--- src/rtl/ddr_rd_burst_sched_if.sv ---
// AXI4 read-address/read-data signals plus the FIFO write-side status
// seen by the DDR read burst scheduler.
interface ddr_rd_burst_sched_if #(
    parameter int ADDR_W  = 28,
    parameter int LEVEL_W = 10
);
    logic [ADDR_W-1:0]  araddr;
    logic [7:0]         arlen;
    logic               arvalid;
    logic               arready;
    logic               rvalid;
    logic               rlast;
    logic               rready;
    logic [LEVEL_W-1:0] fifo_water_level;
    logic               fifo_wr_full;
    logic               fifo_wr_en;

    // Scheduler side
    modport master (
        output araddr, arlen, arvalid, rready, fifo_wr_en,
        input  arready, rvalid, rlast, fifo_water_level, fifo_wr_full
    );

    // DDR controller / FIFO side
    modport slave (
        input  araddr, arlen, arvalid, rready, fifo_wr_en,
        output arready, rvalid, rlast, fifo_water_level, fifo_wr_full
    );
endinterface

--- src/rtl/ddr_rd_burst_sched.sv ---
// ddr_rd_burst_sched: per-frame AXI4 INCR read burst issuer feeding the
// 256b read FIFO. A burst is only requested when its full length is
// guaranteed to fit in the FIFO, counting beats already requested but not
// yet written, so the FIFO can never overflow.
module ddr_rd_burst_sched #(
    parameter int ADDR_W     = 28,
    parameter int BEATS_W    = 20,
    parameter int BURST_LEN  = 16,
    parameter int FIFO_DEPTH = 512,
    parameter int LEVEL_W    = 10,
    parameter int BEAT_BYTES = 32
) (
    input  logic               clk,
    input  logic               rst_n,
    input  logic               frame_start,
    input  logic [ADDR_W-1:0]  frame_base,
    input  logic [BEATS_W-1:0] frame_beats,
    output logic               busy,
    output logic               frame_done,
    ddr_rd_burst_sched_if.master bus
);
    localparam int BLEN_W = $clog2(BURST_LEN + 1);
    localparam int OUT_W  = LEVEL_W + 1;
    localparam int CHK_W  = ((LEVEL_W + 2) > (BLEN_W + 1)) ? (LEVEL_W + 2) : (BLEN_W + 1);

    localparam logic [2:0] IDLE  = 3'd0;
    localparam logic [2:0] CHECK = 3'd1;
    localparam logic [2:0] REQ   = 3'd2;
    localparam logic [2:0] DRAIN = 3'd3;
    localparam logic [2:0] DONE  = 3'd4;

    logic [2:0]         state_q, state_d;
    logic [ADDR_W-1:0]  addr_q, addr_d;
    logic [BEATS_W-1:0] remaining_q, remaining_d;
    logic [OUT_W-1:0]   outstanding_q, outstanding_d;
    logic               wr_en_dly_q, wr_en_dly_d;
    logic [7:0]         arlen_q, arlen_d;
    logic [7:0]         rbeat_q, rbeat_d;

    logic               wr_en;
    logic               ar_hs;
    logic               issue_ok;
    logic               rlast_exp;
    logic [BLEN_W-1:0]  blen;
    logic [OUT_W-1:0]   reserved;

    assign wr_en          = bus.rvalid & ~bus.fifo_wr_full;
    assign bus.rready     = ~bus.fifo_wr_full;
    assign bus.fifo_wr_en = wr_en;
    assign bus.arvalid    = (state_q == REQ);
    assign bus.araddr     = addr_q;
    assign bus.arlen      = arlen_q;
    assign busy           = (state_q != IDLE);
    assign frame_done     = (state_q == DONE);
    assign ar_hs          = (state_q == REQ) & bus.arready;

    // Burst length and FIFO space check; wr_en_dly covers the cycle where the
    // water level has not yet caught up with a write already taken off R.
    always_comb begin
        if (remaining_q < BEATS_W'(BURST_LEN)) begin
            blen = remaining_q[BLEN_W-1:0];
        end else begin
            blen = BLEN_W'(BURST_LEN);
        end
        reserved = OUT_W'(bus.fifo_water_level) + outstanding_q + OUT_W'(wr_en_dly_q);
        issue_ok = (CHK_W'(reserved) + CHK_W'(blen)) <= CHK_W'(FIFO_DEPTH);
    end

    // Frame FSM: load frame, wait for space, hold AR until accepted, drain R.
    always_comb begin
        state_d     = state_q;
        addr_d      = addr_q;
        remaining_d = remaining_q;
        arlen_d     = arlen_q;
        case (state_q)
            IDLE: begin
                if (frame_start) begin
                    addr_d      = frame_base;
                    remaining_d = frame_beats;
                    state_d     = (frame_beats == '0) ? DONE : CHECK;
                end
            end
            CHECK: begin
                if (issue_ok) begin
                    arlen_d = 8'(blen - BLEN_W'(1));
                    state_d = REQ;
                end
            end
            REQ: begin
                if (bus.arready) begin
                    addr_d      = addr_q + ADDR_W'(blen) * ADDR_W'(BEAT_BYTES);
                    remaining_d = remaining_q - BEATS_W'(blen);
                    state_d     = (remaining_q == BEATS_W'(blen)) ? DRAIN : CHECK;
                end
            end
            DRAIN: begin
                if (outstanding_q == '0) begin
                    state_d = DONE;
                end
            end
            DONE: begin
                state_d = IDLE;
            end
            default: begin
                state_d = IDLE;
            end
        endcase
    end

    // Beats in flight on R, and the beat position inside the current R burst.
    // Only the last burst of a frame can be shorter than BURST_LEN, and its
    // final beat is the one that leaves a single beat outstanding with
    // nothing left to request.
    always_comb begin
        outstanding_d = outstanding_q + (ar_hs ? OUT_W'(blen) : '0) - OUT_W'(wr_en);
        wr_en_dly_d   = wr_en;
        rlast_exp     = (rbeat_q == 8'(BURST_LEN - 1)) ||
                        ((remaining_q == '0) && (outstanding_q == OUT_W'(1)));
        if (wr_en) begin
            rbeat_d = rlast_exp ? '0 : rbeat_q + 8'd1;
        end else begin
            rbeat_d = rbeat_q;
        end
    end

    // State and counter registers; reset abandons any frame in progress.
    always_ff @(posedge clk or negedge rst_n) begin
        if (!rst_n) begin
            state_q       <= IDLE;
            addr_q        <= '0;
            remaining_q   <= '0;
            outstanding_q <= '0;
            wr_en_dly_q   <= 1'b0;
            arlen_q       <= '0;
            rbeat_q       <= '0;
        end else begin
            state_q       <= state_d;
            addr_q        <= addr_d;
            remaining_q   <= remaining_d;
            outstanding_q <= outstanding_d;
            wr_en_dly_q   <= wr_en_dly_d;
            arlen_q       <= arlen_d;
            rbeat_q       <= rbeat_d;
        end
    end

    // rlast never steers control; it must agree with the requested burst length.
    a_rlast: assert property (@(posedge clk) disable iff (!rst_n)
        wr_en |-> (bus.rlast == rlast_exp));

endmodule

--- src/flat_wrapper.sv ---
// flat-port wrapper written by rule: the top's interface ports become plain ports
module ddr_rd_burst_sched_flat 
#(
    parameter int ADDR_W     = 28,
    parameter int BEATS_W    = 20,
    parameter int BURST_LEN  = 16,
    parameter int FIFO_DEPTH = 512,
    parameter int LEVEL_W    = 10,
    parameter int BEAT_BYTES = 32
)
  (clk, rst_n, frame_start, frame_base, frame_beats, busy, frame_done, bus_araddr, bus_arlen, bus_arvalid, bus_rready, bus_fifo_wr_en, bus_arready, bus_rvalid, bus_rlast, bus_fifo_water_level, bus_fifo_wr_full);
  ddr_rd_burst_sched_if #(.ADDR_W(ADDR_W), .LEVEL_W(LEVEL_W)) bus_i ();
  input  logic clk;
  input  logic rst_n;
  input  logic frame_start;
  input  logic [ADDR_W-1:0] frame_base;
  input  logic [BEATS_W-1:0] frame_beats;
  output logic busy;
  output logic frame_done;
  output wire logic [$bits(bus_i.araddr)-1:0] bus_araddr;
  output wire logic [$bits(bus_i.arlen)-1:0] bus_arlen;
  output wire logic [$bits(bus_i.arvalid)-1:0] bus_arvalid;
  output wire logic [$bits(bus_i.rready)-1:0] bus_rready;
  output wire logic [$bits(bus_i.fifo_wr_en)-1:0] bus_fifo_wr_en;
  input wire logic [$bits(bus_i.arready)-1:0] bus_arready;
  input wire logic [$bits(bus_i.rvalid)-1:0] bus_rvalid;
  input wire logic [$bits(bus_i.rlast)-1:0] bus_rlast;
  input wire logic [$bits(bus_i.fifo_water_level)-1:0] bus_fifo_water_level;
  input wire logic [$bits(bus_i.fifo_wr_full)-1:0] bus_fifo_wr_full;
  assign bus_araddr = bus_i.araddr;
  assign bus_arlen = bus_i.arlen;
  assign bus_arvalid = bus_i.arvalid;
  assign bus_rready = bus_i.rready;
  assign bus_fifo_wr_en = bus_i.fifo_wr_en;
  assign bus_i.arready = bus_arready;
  assign bus_i.rvalid = bus_rvalid;
  assign bus_i.rlast = bus_rlast;
  assign bus_i.fifo_water_level = bus_fifo_water_level;
  assign bus_i.fifo_wr_full = bus_fifo_wr_full;
  ddr_rd_burst_sched #(.ADDR_W(ADDR_W), .BEATS_W(BEATS_W), .BURST_LEN(BURST_LEN), .FIFO_DEPTH(FIFO_DEPTH), .LEVEL_W(LEVEL_W), .BEAT_BYTES(BEAT_BYTES)) u_core (.clk(clk), .rst_n(rst_n), .frame_start(frame_start), .frame_base(frame_base), .frame_beats(frame_beats), .busy(busy), .frame_done(frame_done), .bus(bus_i));
endmodule
--- config.mk ---
export PLATFORM = sky130hd
export DESIGN_NAME = ddr_rd_burst_sched_flat
export DESIGN_NICKNAME = d
export VERILOG_FILES = /design/src/rtl/ddr_rd_burst_sched_if.sv /design/src/rtl/ddr_rd_burst_sched.sv /design/src/flat_wrapper.sv
export SDC_FILE = /design/constraint.sdc
export NUM_CORES = 1
export LEC_CHECK = 0
export BUFFER_PORTS_ARGS = -buffer_cell sky130_fd_sc_hd__buf_2
export CAP_MARGIN = 10
export CORE_UTILIZATION = 45
export DETAILED_ROUTE_END_ITERATION = 8
export GPL_ROUTABILITY_DRIVEN = 0
export PLACE_DENSITY = 0.7
export SYNTH_ARGS = -nofsm -noshare
export SYNTH_HDL_FRONTEND = slang
export SYNTH_SLANG_ARGS = --single-unit
--- constraint.sdc ---
create_clock -name clk -period 4.68 [get_ports clk]
set_clock_uncertainty 0.1 [all_clocks]
set_input_delay 0.468 -clock clk [delete_from_list [all_inputs] [get_ports clk]]
set_output_delay 0.468 -clock clk [all_outputs]
set_load 0.03 [all_outputs]
# Yosys cells after proc, flatten, opt, wreduce, memory -nomap -nowiden
# Index checks and enable logic that the tools add are counted.
[op_classes]
n_reduce_logical = 8
n_shift = 0
mul = 0
n_bitwise = 3
muxes = 15
eq_ne = 9
div_mod_pow = 0
order_cmp = 2
add_sub_neg = 8
[op_table]
columns = ["op", "count"]
rows = [
  ["2-to-1 mux 28 bit", 2],
  ["case mux 28 bit (2 select lines)", 1],
  ["2-to-1 mux 20 bit", 2],
  ["case mux 20 bit (2 select lines)", 1],
  ["adder 28 x 10 -> 28 bit", 1],
  ["equality test 20 x 5 -> 1 bit", 1],
  ["zero test 20 bit", 1],
  ["less-than comparator 20 x 5 -> 1 bit, second input constant", 1],
  ["subtractor 20 x 5 -> 20 bit", 1],
  ["2-to-1 mux 3 bit", 5],
  ["adder 11 x 5 -> 12 bit", 1],
  ["less-or-equal comparator 12 x 10 -> 1 bit, second input constant", 1],
  ["case mux 3 bit (4 select lines)", 1],
  ["adder 10 x 11 -> 11 bit", 1],
  ["adder 11 x 1 -> 11 bit", 1],
  ["adder 11 bit", 1],
  ["zero test 11 bit", 1],
  ["subtractor 11 x 1 -> 11 bit", 1],
  ["2-to-1 mux 5 bit", 2],
  ["equality test 3 x 2 -> 1 bit, second input constant", 2],
  ["inequality test 2 x 1 -> 1 bit, second input constant", 3],
  ["subtractor 5 x 1 -> 6 bit, second input constant", 1],
  ["AND reduction 4 bit", 1],
  ["equality test 3 x 1 -> 1 bit, second input constant", 1],
  ["10 further kinds", 11],
]
[word_totals]
memories = 0
out_inout_bits = 41
register_bits = 71
wordCells = 51
mem_bits_rw = 0
mem_bits_ro = 0
input_bits = 65
latch_bits = 0

# Logic depth before layout (Yosys ltp)
# Gate-level depths: netlist (run 1).
[depth]
ltp_word = 6
mapped_depth = 20
depth_no_buf = 17

# Worst setup path before layout (run 1)
# No wires, ideal clock.
[synth_path]
path_kind = "register to register"
start = "register u_core.remaining_q[10]"
end = "register u_core.arlen_q[0], in the netlist u_core.bus.arlen[0]"
stages_incl_launch_ff = 18
n_path_buf = 4
arrival_time_ns = 4.811
setup_slack_ns = -0.356
synth_period_minus_slack_ns = 5.036
cell_sequence = "dfrtp_1 -> or4_1 -> clkbuf_1 -> or4_1 -> clkbuf_1 -> nor4_1 -> buf_4 -> and2_1 -> ha_1 -> a211oi_2 -> nor2_1 -> or4b_1 -> o2111a_1 -> or4_1 -> o311ai_2 -> and4bb_1 -> buf_6 -> mux2_4"
[synth_between]
elab_chain_cells = 5
[synth_rtl]
columns = ["element", "line_no", "rtl"]
rows = [
  ["from (decl)", "ddr_rd_burst_sched.sv:34", "logic [BEATS_W-1:0] remaining_q, remaining_d;"],
  ["from (signal assigned)", "ddr_rd_burst_sched.sv:139", "remaining_q <= remaining_d;"],
  ["less-than comparator 20 x 5 -> 1 bit *", "ddr_rd_burst_sched.sv:60", "if (remaining_q < BEATS_W'(BURST_LEN)) begin"],
  ["2-to-1 mux 5 bit *", "ddr_rd_burst_sched.sv:60", ""],
  ["adder 11 x 5 -> 12 bit", "ddr_rd_burst_sched.sv:66", "issue_ok = (CHK_W'(reserved) + CHK_W'(blen)) <= CHK_W'(FIFO_DEPTH);"],
  ["less-or-equal comparator 12 x 10 -> 1 bit", "ddr_rd_burst_sched.sv:66", ""],
  ["AND reduction 2 bit (no source line)", "-", ""],
  ["to (signal assigned)", "ddr_rd_burst_sched.sv:142", "arlen_q <= arlen_d;"],
  ["to (decl)", "ddr_rd_burst_sched.sv:37", "logic [7:0] arlen_q, arlen_d;"],
]
# Mark *: on every way between the ends. The rest lies on a longest branch, timed or not.
# A chain may end at the register's enable or synchronous reset.

# Worst setup path in the final report (run 1)
[layout_path]
start = "register u_core.remaining_q[11]"
end = "register u_core.arlen_q[3], in the netlist u_core.bus.arlen[3]"
# The elaborated chain is that of the path after synthesis.

==> impl_results.md, run 1 <==
* Final instance area at 6299 um^2
* Switching Share at 0.4785
* Commonest non-fill, non-tap cell in the layout: buf_2
* Fill count at 1019
* Vias per cell at 5.845
* Fmax at 215.1 MHz
* Syn-to-layout area delta at 21.74%
* Worst slack at placement at -0.05013 ns
* Vias in the first global route at 4835
* Async set-or-reset flop fraction in the synthesized netlist at 1.000
* Final Hold Fails at 0
* CTS tree: yes
* CP Launch Type: flop
* TritonCTS Buffers at 9
* Cells after Synth at 603
* Initial antenna violation count at 0
* Finished Layout Cells at 859
* Drt initial violations at 398
* Area contributors post-synth: dfrtp_1, ha_1, a21oi_1
* Top Usage Layer GRT: met2
* Final Setup Violations at 0
* Synth Area in XOR/XNOR at 0.03555
* Clock Latency Late Sink at 0.34 ns
* #FFs+latches synth at 69
* Grt ovf at 0
* WP data arrival at 4.77 ns
* Syn Nets at 711
* Final wirelength at 14080 um
* Register clock-pin slew on the reported worst setup and hold paths at 0.06 ns
* I/O pins at 106
* Dpl hpwl at 10350 um
* Worst hold slack at 0.2363 ns
* Met1 usage at 0.3200
* Max_slew headroom at 0.5023
* Clk root buf: clkbuf_16
* RSZ-0062 raised after global routing: true
* FP Rows at 38
* Hold/Removal Path Class: primary input to flop
* Max Slew Vio Count at 0
* Hold Crit Depth at 2
* Leakage at 2.880 nW
* Share of power burned in the clock network at 0.139
* Post-synthesis simple-gate area fraction at 0.1867
* Ys flop type: dfrtp_1
* Chip height at 109.2 um
* Fin crit share at 0.9935
* Switching power at 2.188 mW
* Syn Area/Cell at 8.580 um^2
* Count of different cell masters after synthesis at 77
* HP Start: bus_fifo_wr_full
* Worst Path Required at 4.80 ns
* Post-layout net count at 822
* Antenna Nets Post-Route at 0
* First-pass GRT wire length at 22830 um
* Setup TNS at 0 ns
* Tot Pwr at 4.573 mW
* Total GRT Usage at 0.2468
* Crit path capture type: flop
* Util after Layout at 0.5710
* Layout cells sized above 1 at 0.2517
* CTS H-Tree Depth at 3
* Crit Reg-Reg Endpoint: u_core.bus.arlen[3]
* Port Buffers at 104
* Hold worst-path end: u_core.wr_en_dly_q
* Area after DPL at 5942 um^2
* Avg WL per Cell at 16.39 um
* Int Power at 2.385 mW
* Max Root-Sink Buffers at 2
* Post-synth EDFFs at 0
* Final WS setup at 0.03046 ns
* Initial Utilization at 0.4690
* Compound-Gate Fraction of Synth Area at 0.2462
* Vias post-DR at 5021
* Combinational share of power at 0.603
* Largest net degree at the start of global routing at 55
* Pwr dens at 726.0 nW/um^2
* DRC at 0
* Global routing usage on met3 at 0.04065
* N_diodes at 0
* Drt first pass iters at 5
* Launch instance of the worst register-to-register path: u_core.remaining_q[11]
* Core area at 11030 um^2
* Slew @ Worst Pin at 0.7466 ns
* Die X at 109.2 um
* Sink Count at 69
* Mux contribution to synthesized area at 0.03047
* Worst IR Drop VDD at 0.3470 mV
* CP Max Fanout at 7
* Met2 Use GR at 0.4070
* Synth area leader: dfrtp_1
* Max-cap check violation count at 0
* Post-Synth Adder-Cell Area at 0.1112
* Critical path class: flop to flop
* Most frequent cells in the layout: buf_2, dfrtp_1, a21oi_1
* Yosys warns at 0
* Synth top area share at 0.3337
* Register-to-Register Path Depth at 15
* Die Area at 11930 um^2
* Largest family of logic cells by synthesized area: compound AO/OA/AOI/OAI gates
* Sequential fraction of design power at 0.258
* Seq/Total Area, Yosys at 0.3337
* Syn Std Cell Area at 5174 um^2
* Status: completed
* Crit path time final at 4.650 ns
* DP Cell Count at 838
* R2r setup slk at 0.03 ns
## worst max-delay path by stage
stage / slack (ns) / end / from / cells after the start
2_1_floorplan: -0.05 / u_core.bus.arlen[0] / u_core.remaining_q[10] / 17
3_3_place_gp: 0.05 / u_core.bus.arlen[6] / u_core.remaining_q[10] / 14
3_5_place_dp: -0.05 / u_core.bus.arlen[0] / u_core.remaining_q[10] / 14
4_1_cts: -0.02 / u_core.bus.arlen[6] / u_core.remaining_q[11] / 14
5_1_grt: -0.1 / u_core.bus.arlen[3] / u_core.outstanding_q[0] / 15
6_report: 0.03 / u_core.bus.arlen[3] / u_core.remaining_q[11] / 15
## state kept, by name, indices dropped and copies added (netlist names)
name / cells
u_core.outstanding_q: 11
u_core.state_q: 3
u_core.wr_en_dly_q: 1
u_core.bus.araddr: 28
u_core.bus.arlen: 6
u_core.remaining_q: 20
## metal layers
metal,up-vias,share of wire
met4,0,0.022
li1,2436,-
met3,24,0.053
met2,164,0.48
met1,2397,0.44
met5,-,0
## cells in the mapped netlist (all sizes together), types with 4 or more instances
library cell and n:
a31oi 9, nor2b 6, a211oi 5, o21bai 7, nand3 15, inv 41
clkbuf 25, o21a 6, o22ai 7, buf 5, xor2 6, nor3 16
fa 5, and3 5, dfrtp 69, or4b 4, xnor2 15, a22oi 5
ha 38, nor4 14, o21ai 46, mux2 10, nor2 52, o22a 6
a21o 10, and2 5, or3 6, nand2 39, a21oi 64
## worst max-delay path, stage by stage (launching register included)
cell and delay, ns:
dfrtp_1 0.38, or4_4 0.54, or4_4 0.46, nor4_4 0.19, buf_4 0.17, and2_4 0.15, ha_4 0.21, a211oi_4 0.31
nor2_2 0.07, or4b_1 0.48, o2111a_1 0.13, or4_1 0.41, o311ai_2 0.23, and4bb_1 0.24, buf_6 0.15, mux2_4 0.30
## repair_timing
action,CTS,global route
setup endpoints to repair,4,13
gates resized for setup,4,7
hold buffers,1,0
hold endpoints to repair,15,0
buffers inserted,1,3
pin swaps,4,2
## power by group through the flow
stage,clock network (mW),registers (mW),logic [mW]
after floorplan,0,1.36,1.80
after global placement,0,1.17,2.57
after detailed placement,0,1.18,2.68
after CTS,0.647,1.18,2.71
after global routing,0.670,1.22,3.05
final,0.636,1.18,2.76
## layout make-up
type                            instances  area, um^2  share of cell area
Clock buffer                           10       229.0             0.03635
Clock inverter                          6       40.04            0.006357
Inverter                               41       153.9             0.02443
Multi-Input combinational cell        463        3252              0.5163
Sequential cell                        69        1727              0.2741
Tap cell                              140       175.2             0.02781
Timing Repair Buffer                  130       721.9              0.1146
## logic make-up after synthesis
group | Yosys count
AND/OR/NAND/NOR | 187
buffers and inverters | 71
AO/OA/AOI/OAI | 198
XOR/XNOR | 21
multiplexers | 13
flip-flops | 69
adder cells (fa/ha/maj) | 43
other | 1
(Power assumes the default switching activity.)
==> inputs of run 2 (changes only) <==
--- a/config.mk
+++ b/config.mk
@@ -8,9 +8,10 @@
 export BUFFER_PORTS_ARGS = -buffer_cell sky130_fd_sc_hd__buf_2
 export CAP_MARGIN = 10
 export CORE_UTILIZATION = 45
+export CTS_CLUSTER_DIAMETER = 50
 export DETAILED_ROUTE_END_ITERATION = 8
 export GPL_ROUTABILITY_DRIVEN = 0
-export PLACE_DENSITY = 0.7
+export PLACE_DENSITY = 0.68
 export SYNTH_ARGS = -nofsm -noshare
 export SYNTH_HDL_FRONTEND = slang
 export SYNTH_SLANG_ARGS = --single-unit
==> constraint.sdc (replaced) <==
create_clock -name clk -period 5.2 [get_ports clk]
set_clock_uncertainty 0.1 [all_clocks]
set_input_delay 0.52 -clock clk [delete_from_list [all_inputs] [get_ports clk]]
set_output_delay 0.52 -clock clk [all_outputs]
set_load 0.03 [all_outputs]
==> run 2 against run 1 <==
Non-clock buffer count shrank 12. Die area stayed put. Count of clock-buffer cells in the layout is 3 higher. Clock power is 1% higher. Sequential power down 9%. Hold slack improved by 0.051 ns. Cell count shrank 1.4%. Register-to-register slack better by 0.20 ns. Critical path depth fell by 1. Power fell by 11%. Largest power group unchanged.
==> impl_results.md, run 2 (same netlist as run 1, synthesis figures left out) <==
* Die X at 109.2 um (unchanged)
* Post-layout net count at 810 (-1.5%)
* Vias per cell at 5.784 (-1.0%)
* Max Root-Sink Buffers at 2 (unchanged)
* Int Power at 2.168 mW (-9.1%)
* Dpl hpwl at 9892 um (-4.4%)
* Sink Count at 69 (unchanged)
* Finished Layout Cells at 847 (-1.4%)
* Slew @ Worst Pin at 0.9378 ns (+0.1912 ns)
* Critical path class: flop to flop
* Max-cap check violation count at 0 (unchanged)
* Switching power at 1.895 mW (-13%)
* Core area at 11030 um^2 (unchanged)
* Hold/Removal Path Class: primary input to asynchronous set/reset pin
* Share of power burned in the clock network at 0.159 (+0.020)
* Clk root buf: clkbuf_16
* Largest net degree at the start of global routing at 70 (+27%)
* Layout cells sized above 1 at 0.2263 (-0.02543)
* CP Max Fanout at 11 (+4)
* Crit path capture type: flop
* R2r setup slk at 0.23 ns (+0.20 ns)
* Grt ovf at 0 (unchanged)
* First-pass GRT wire length at 21830 um (-4.4%)
* FP Rows at 38 (unchanged)
* Final wirelength at 13420 um (-4.7%)
* Pwr dens at 659.1 nW/um^2 (-9.2%)
* Initial Utilization at 0.4690 (unchanged)
* Vias in the first global route at 4748 (-1.8%)
* CTS tree: yes
* Largest register FFs at 28 (unchanged)
* Crit path time final at 4.973 ns (+0.3236 ns)
* Fill count at 1053 (+3.3%)
* Port Buffers at 104 (unchanged)
* Sequential fraction of design power at 0.263 (+0.005)
* Final Setup Violations at 0 (unchanged)
* N_diodes at 0 (unchanged)
* Worst IR Drop VDD at 0.3289 mV (-5.2%)
* Commonest non-fill, non-tap cell in the layout: buf_2
* Syn-to-layout area delta at 19.15%
* Vias post-DR at 4899 (-2.4%)
* I/O pins at 106 (unchanged)
* Fmax at 201.1 MHz (-6.5%)
* Switching Share at 0.4665 (-0.01205)
* CP Launch Type: flop
* Chip height at 109.2 um (unchanged)
* Status: completed
* Clock Latency Late Sink at 0.33 ns (about the same)
* RSZ-0062 raised after global routing: false
* Max_slew headroom at 0.3748 (-0.1275)
* WP data arrival at 5.09 ns (+0.32 ns)
* Final Hold Fails at 0 (unchanged)
* Avg WL per Cell at 15.84 um (-3.4%)
* Max Slew Vio Count at 0 (unchanged)
* Combinational share of power at 0.579 (-0.024)
* Initial antenna violation count at 1 (+1)
* Total GRT Usage at 0.2330 (-0.01379)
* DP Cell Count at 831 (-0.84%)
* Die Area at 11930 um^2 (unchanged)
* Drt first pass iters at 5 (unchanged)
* Leakage at 2.817 nW (-2.2%)
* Worst Path Required at 5.32 ns (+0.52 ns)
* Fin crit share at 0.9564 (-0.03713)
* CTS H-Tree Depth at 3 (unchanged)
* TritonCTS Buffers at 9 (unchanged)
* DRC at 0 (unchanged)
* Most frequent cells in the layout: buf_2, dfrtp_1, a21oi_1
* Antenna Nets Post-Route at 0 (unchanged)
* Drt initial violations at 296 (-26%)
* Post-CTS setup buffer count at 0 (-1)
* Register clock-pin slew on the reported worst setup and hold paths at 0.06 ns (about the same)
* Setup TNS at 0 ns (unchanged)
run 2: cell types whose count changed in the layout (fill, tap and decap cells not counted), moves of 2 or more:
| cell | delta |
|---|---|
| clkinv_4 | -2 |
| ha_4 | -2 |
| and2_1 | +2 |
| or4_1 | +2 |
| buf_4 | -10 |
| o21ai_0 | +2 |
| clkbuf_8 | +3 |
| ha_1 | +3 |
| or4_4 | -2 |
| clkinv_2 | -2 |
| and2_4 | -2 |
run 2: metrics by stage:
stage	worst slack, ns	hold WS (ns)	utilization	power (mW)	area (um^2)
2_1_floorplan	0.1637	0.1244	-	2.822	5174
3_3_place_gp	0.2257	0.3798	0.5302	3.314	5848
3_5_place_dp	0.1419	0.3858	0.5302	3.399	5848
4_1_cts	0.1506	0.2895	0.5585	4.057	6161
5_1_grt	0.006910	0.2922	0.5589	4.413	6165
6_report	0.2269	0.2878	0.5589	4.063	6165
run 2: area by class of cell:
| type | instances | area (um^2) | area share |
|---|---|---|---|
| Inverter | 41 | 153.9 | 0.02496 |
| Clock buffer | 13 | 270.3 | 0.04384 |
| Timing Repair Buffer | 118 | 625.6 | 0.1015 |
| Clock inverter | 3 | 42.54 | 0.006901 |
| Sequential cell | 69 | 1727 | 0.2801 |
| Tap cell | 140 | 175.2 | 0.02841 |
| Multi-Input combinational cell | 463 | 3171 | 0.5143 |
run 2: metal layers:
| layer | GRT usage | part of all wire | vias to the layer above |
|---|---|---|---|
| met5 | 0 | 0.00075 | - |
| met4 | 0.07048 | 0.020 | 2 |
| met3 | 0.04184 | 0.042 | 21 |
| met2 | 0.3962 | 0.48 | 131 |
| met1 | 0.3005 | 0.46 | 2338 |
| li1 | - | - | 2407 |
run 2: power by group through the flow:
stage | Combinational [mW] | Clock, mW | Sequential (mW)
global placement | 2.25 | 0 | 1.06
CTS | 2.34 | 0.654 | 1.06
finish | 2.35 | 0.645 | 1.07
global route | 2.63 | 0.675 | 1.11
detailed placement | 2.33 | 0 | 1.07
floorplan | 1.60 | 0 | 1.23
run 2: final timing paths:
| check | start | end | cells past startpoint |
|---|---|---|---|
| max in group asynchronous | rst_n | u_core.remaining_q[12] | 2 |
| max | u_core.remaining_q[9] | u_core.bus.arlen[6] | 14 |
| min reg2reg | u_core.remaining_q[11] | u_core.remaining_q[11] | 2 |
| min | rst_n | u_core.bus.arlen[0] | 2 |
| min in group clk | bus_fifo_wr_full | u_core.wr_en_dly_q | 2 |
| max reg2reg | u_core.remaining_q[9] | u_core.bus.arlen[6] | 14 |
run 2: worst max-delay path: stages (launching register included):
cell and delay, ns:
dfrtp_1 0.42, or4_1 0.52, or4_1 0.46, nor4_1 0.27
buf_4 0.23, and2_1 0.16, ha_1 0.25, a211oi_2 0.29
nor2_1 0.12, or4b_1 0.49, o2111a_1 0.15, or4_1 0.42
o311ai_2 0.28, and4bb_4 0.37, mux2_4 0.31
run 2: timing repair:
action,in CTS,in global routing
setup endpoints to repair,0,6
hold buffers,0,0
resized for setup,0,2
==> inputs of run 3 (changes only) <==
--- a/config.mk
+++ b/config.mk
@@ -11,7 +11,7 @@
 export CTS_CLUSTER_DIAMETER = 50
 export DETAILED_ROUTE_END_ITERATION = 8
 export GPL_ROUTABILITY_DRIVEN = 0
-export PLACE_DENSITY = 0.68
+export PLACE_DENSITY = 0.7
 export SYNTH_ARGS = -nofsm -noshare
 export SYNTH_HDL_FRONTEND = slang
 export SYNTH_SLANG_ARGS = --single-unit
==> constraint.sdc (replaced) <==
create_clock -name clk -period 4.5 [get_ports clk]
set_clock_uncertainty 0.1 [all_clocks]
set_input_delay 0.45 -clock clk [delete_from_list [all_inputs] [get_ports clk]]
set_output_delay 0.45 -clock clk [all_outputs]
set_load 0.03 [all_outputs]
==> run 3 against run 2 <==
The flow now finishes with violations (setup timing). Clock power increased by 31%. Sequential share of layout area is 1.5 points lower. Count of clock-buffer cells in the layout is 2 lower. Design area rose by 5.5%. First-iteration DRC count increased by 14%. Routed wire length grew 5.0%. Power up 24%. Global-route usage increased by 0.96 points. Fmax is 8.5% higher. Cell count up 2.6%. Highest routed layer is now met4.
==> impl_results.md, run 3 (same netlist as run 1, synthesis figures left out) <==
* CP peak stage delay at 0.55 ns (+0.03 ns)
* Worst hold slack at 0.07158 ns (-0.2162 ns)
* Critical path class: flop to flop
* Max Root-Sink Buffers at 2 (unchanged)
* Final WS setup at -0.08232 ns (-0.3092 ns)
* Final Setup Violations at 6 (+6)
* Max_slew headroom at 0.4901 (+0.1153)
* Initial Utilization at 0.4690 (unchanged)
* Max-cap check violation count at 0 (unchanged)
* N_diodes at 0 (unchanged)
* Failing checks: setup timing
* CP Launch Type: flop
* Layout cells sized above 1 at 0.2743 (+0.04804)
* Avg WL per Cell at 16.21 um (+2.4%)
* Worst slack at placement at -0.1622 ns (-0.3041 ns)
* Final Hold Fails at 0 (unchanged)
* Commonest non-fill, non-tap cell in the layout: buf_2
* CTS tree: yes
* Launch instance of the worst register-to-register path: u_core.remaining_q[11]
* Antenna Nets Post-Route at 0 (unchanged)
* First-pass GRT wire length at 22540 um (+3.3%)
* Post-layout net count at 832 (+2.7%)
* RSZ-0062 raised after global routing: true
* Register clock-pin slew on the reported worst setup and hold paths at 0.06 ns (about the same)
* CTS H-Tree Depth at 3 (unchanged)
* Syn-to-layout area delta at 25.76%
* Critical Path Start: u_core.remaining_q[11]
* Core area at 11030 um^2 (unchanged)
* Grt ovf at 0 (unchanged)
* DP Cell Count at 851 (+2.4%)
* Hold/Removal Path Class: primary input to asynchronous set/reset pin
* Leakage at 2.987 nW (+6.1%)
* Fin crit share at 1.018 (+0.06193)
* CP Max Fanout at 5 (-6)
* Dpl hpwl at 10330 um (+4.4%)
* Clock Latency Late Sink at 0.34 ns (about the same)
* Vias per cell at 5.795 (+0.19%)
* Tot Pwr at 5.058 mW (+24%)
* Clk root buf: clkbuf_16
* CP Cell Sequence: or4_4 -> or4_4 -> nor4_4 -> and2_4 -> ha_4 -> a211oi_4 -> nor2_2 -> or4b_1 -> o2111a_1 -> or4_4 -> o311ai_4 -> and4bb_1 -> buf_6 -> mux2_4
* Initial antenna violation count at 0 (-1)
* DRC at 0 (unchanged)
* Die Area at 11930 um^2 (unchanged)
* Die X at 109.2 um (unchanged)
* Crit path time final at 4.582 ns (-0.3908 ns)
* Crit path capture type: flop
* Most frequent cells in the layout: buf_2, dfrtp_1, a21oi_1
* Worst IR Drop VDD at 0.4520 mV (+37%)
* Chip height at 109.2 um (unchanged)
* Largest register FFs at 28 (unchanged)
* Slew @ Worst Pin at 0.7649 ns (-0.1729 ns)
* Fmax at 218.2 MHz (+8.5%)
* Total GRT Usage at 0.2426 (+0.009591)
* Cell repeated most along the worst path: or4_4
* Status: complete, but fails checks
* Drt initial violations at 337 (+14%)
* I/O pins at 106 (unchanged)
* Slowest cell on crit path: or4_4
* Max Slew Vio Count at 0 (unchanged)
* Drt first pass iters at 5 (unchanged)
* Sink Count at 69 (unchanged)
* WP data arrival at 4.70 ns (-0.39 ns)
* Worst Path Required at 4.62 ns (-0.70 ns)
* FP Rows at 38 (unchanged)
* Pwr dens at 777.4 nW/um^2 (+18%)
* Vias post-DR at 5036 (+2.8%)
* Largest net degree at the start of global routing at 55 (-21%)
* Port Buffers at 104 (unchanged)
* Final wirelength at 14090 um (+5.0%)
* TritonCTS Buffers at 9 (unchanged)
* Finished Layout Cells at 869 (+2.6%)
* Vias in the first global route at 4712 (-0.76%)
==> run 3: cell count changes in the layout (fill, tap and decap cells not counted), moves of 3 or more <==
cell / delta
ha_1: -4
buf_4: +20
nor4_1: -3
or4_1: -3
or4_4: +3
o21ai_0: -3
ha_4: +3
==> run 3: final timing paths <==
| kind | cells after the start | to | slack (ns) |
|---|---|---|---|
| setup / recovery | 14 | u_core.bus.arlen[0] | -0.08 |
| hold / removal | 1 | u_core.remaining_q[11] | 0.07 |
| setup reg to reg | 14 | u_core.bus.arlen[0] | -0.08 |
| hold reg to reg | 1 | u_core.remaining_q[19] | 0.40 |
| max in group asynchronous | 2 | u_core.outstanding_q[5] | 3.24 |
| min in group clk | 2 | u_core.wr_en_dly_q | 0.22 |
==> run 3: layer usage <==
layer,vias up,part of all wire,GRT usage
li1,2454,-,-
met5,-,0,0
met3,15,0.044,0.03945
met1,2438,0.46,0.3249
met4,0,0.013,0.07619
met2,129,0.49,0.3994
==> run 3: where the power goes <==
group | internal, mW | switching (mW)
clock network | 0.559 | 0.286
registers | 0.922 | 0.312
logic | 1.27 | 1.71
total | 2.75 | 2.31
==> run 3: worst max-delay path: cells and delay by family, from the launching register on <==
| family | cells | cell delay (ns) |
|---|---|---|
| AO/OA/AOI/OAI | 3 | 0.63 |
| adder cells (fa/ha/maj) | 1 | 0.21 |
| buffers and inverters | 1 | 0.13 |
| flip-flops | 1 | 0.40 |
| multiplexers | 1 | 0.29 |
| AND/OR/NAND/NOR | 8 | 2.69 |
==> run 3: metrics by stage <==
stage | utilization | area [um^2] | setup TNS, ns
floorplan | - | 5229 | -1.026
global placement | 0.5475 | 6040 | -0.2561
detailed placement | 0.5475 | 6040 | -0.9405
CTS | 0.5834 | 6435 | -0.9385
global route | 0.5898 | 6506 | -1.562
finish | 0.5898 | 6506 | -0.4049
==> run 3: area by class of cell <==
cell class / instances / area [um^2]
inverters: 41 / 153.9
flip-flops and latches: 69 / 1727
repair buffers: 140 / 798.3
well taps: 140 / 175.2
fillers: 977 / 4524
multi-input cells: 463 / 3302
clock inverters: 5 / 107.6
clock buffers: 11 / 242.7
==> run 3: repair_timing <==
item / CTS / global route
hold buffers: 0 / 0
endpoints found under the hold margin: 0 / 0
setup buffers: 1 / 1
endpoints found under the setup margin: 9 / 15
pin swaps: 4 / 6
gates resized for setup: 9 / 14
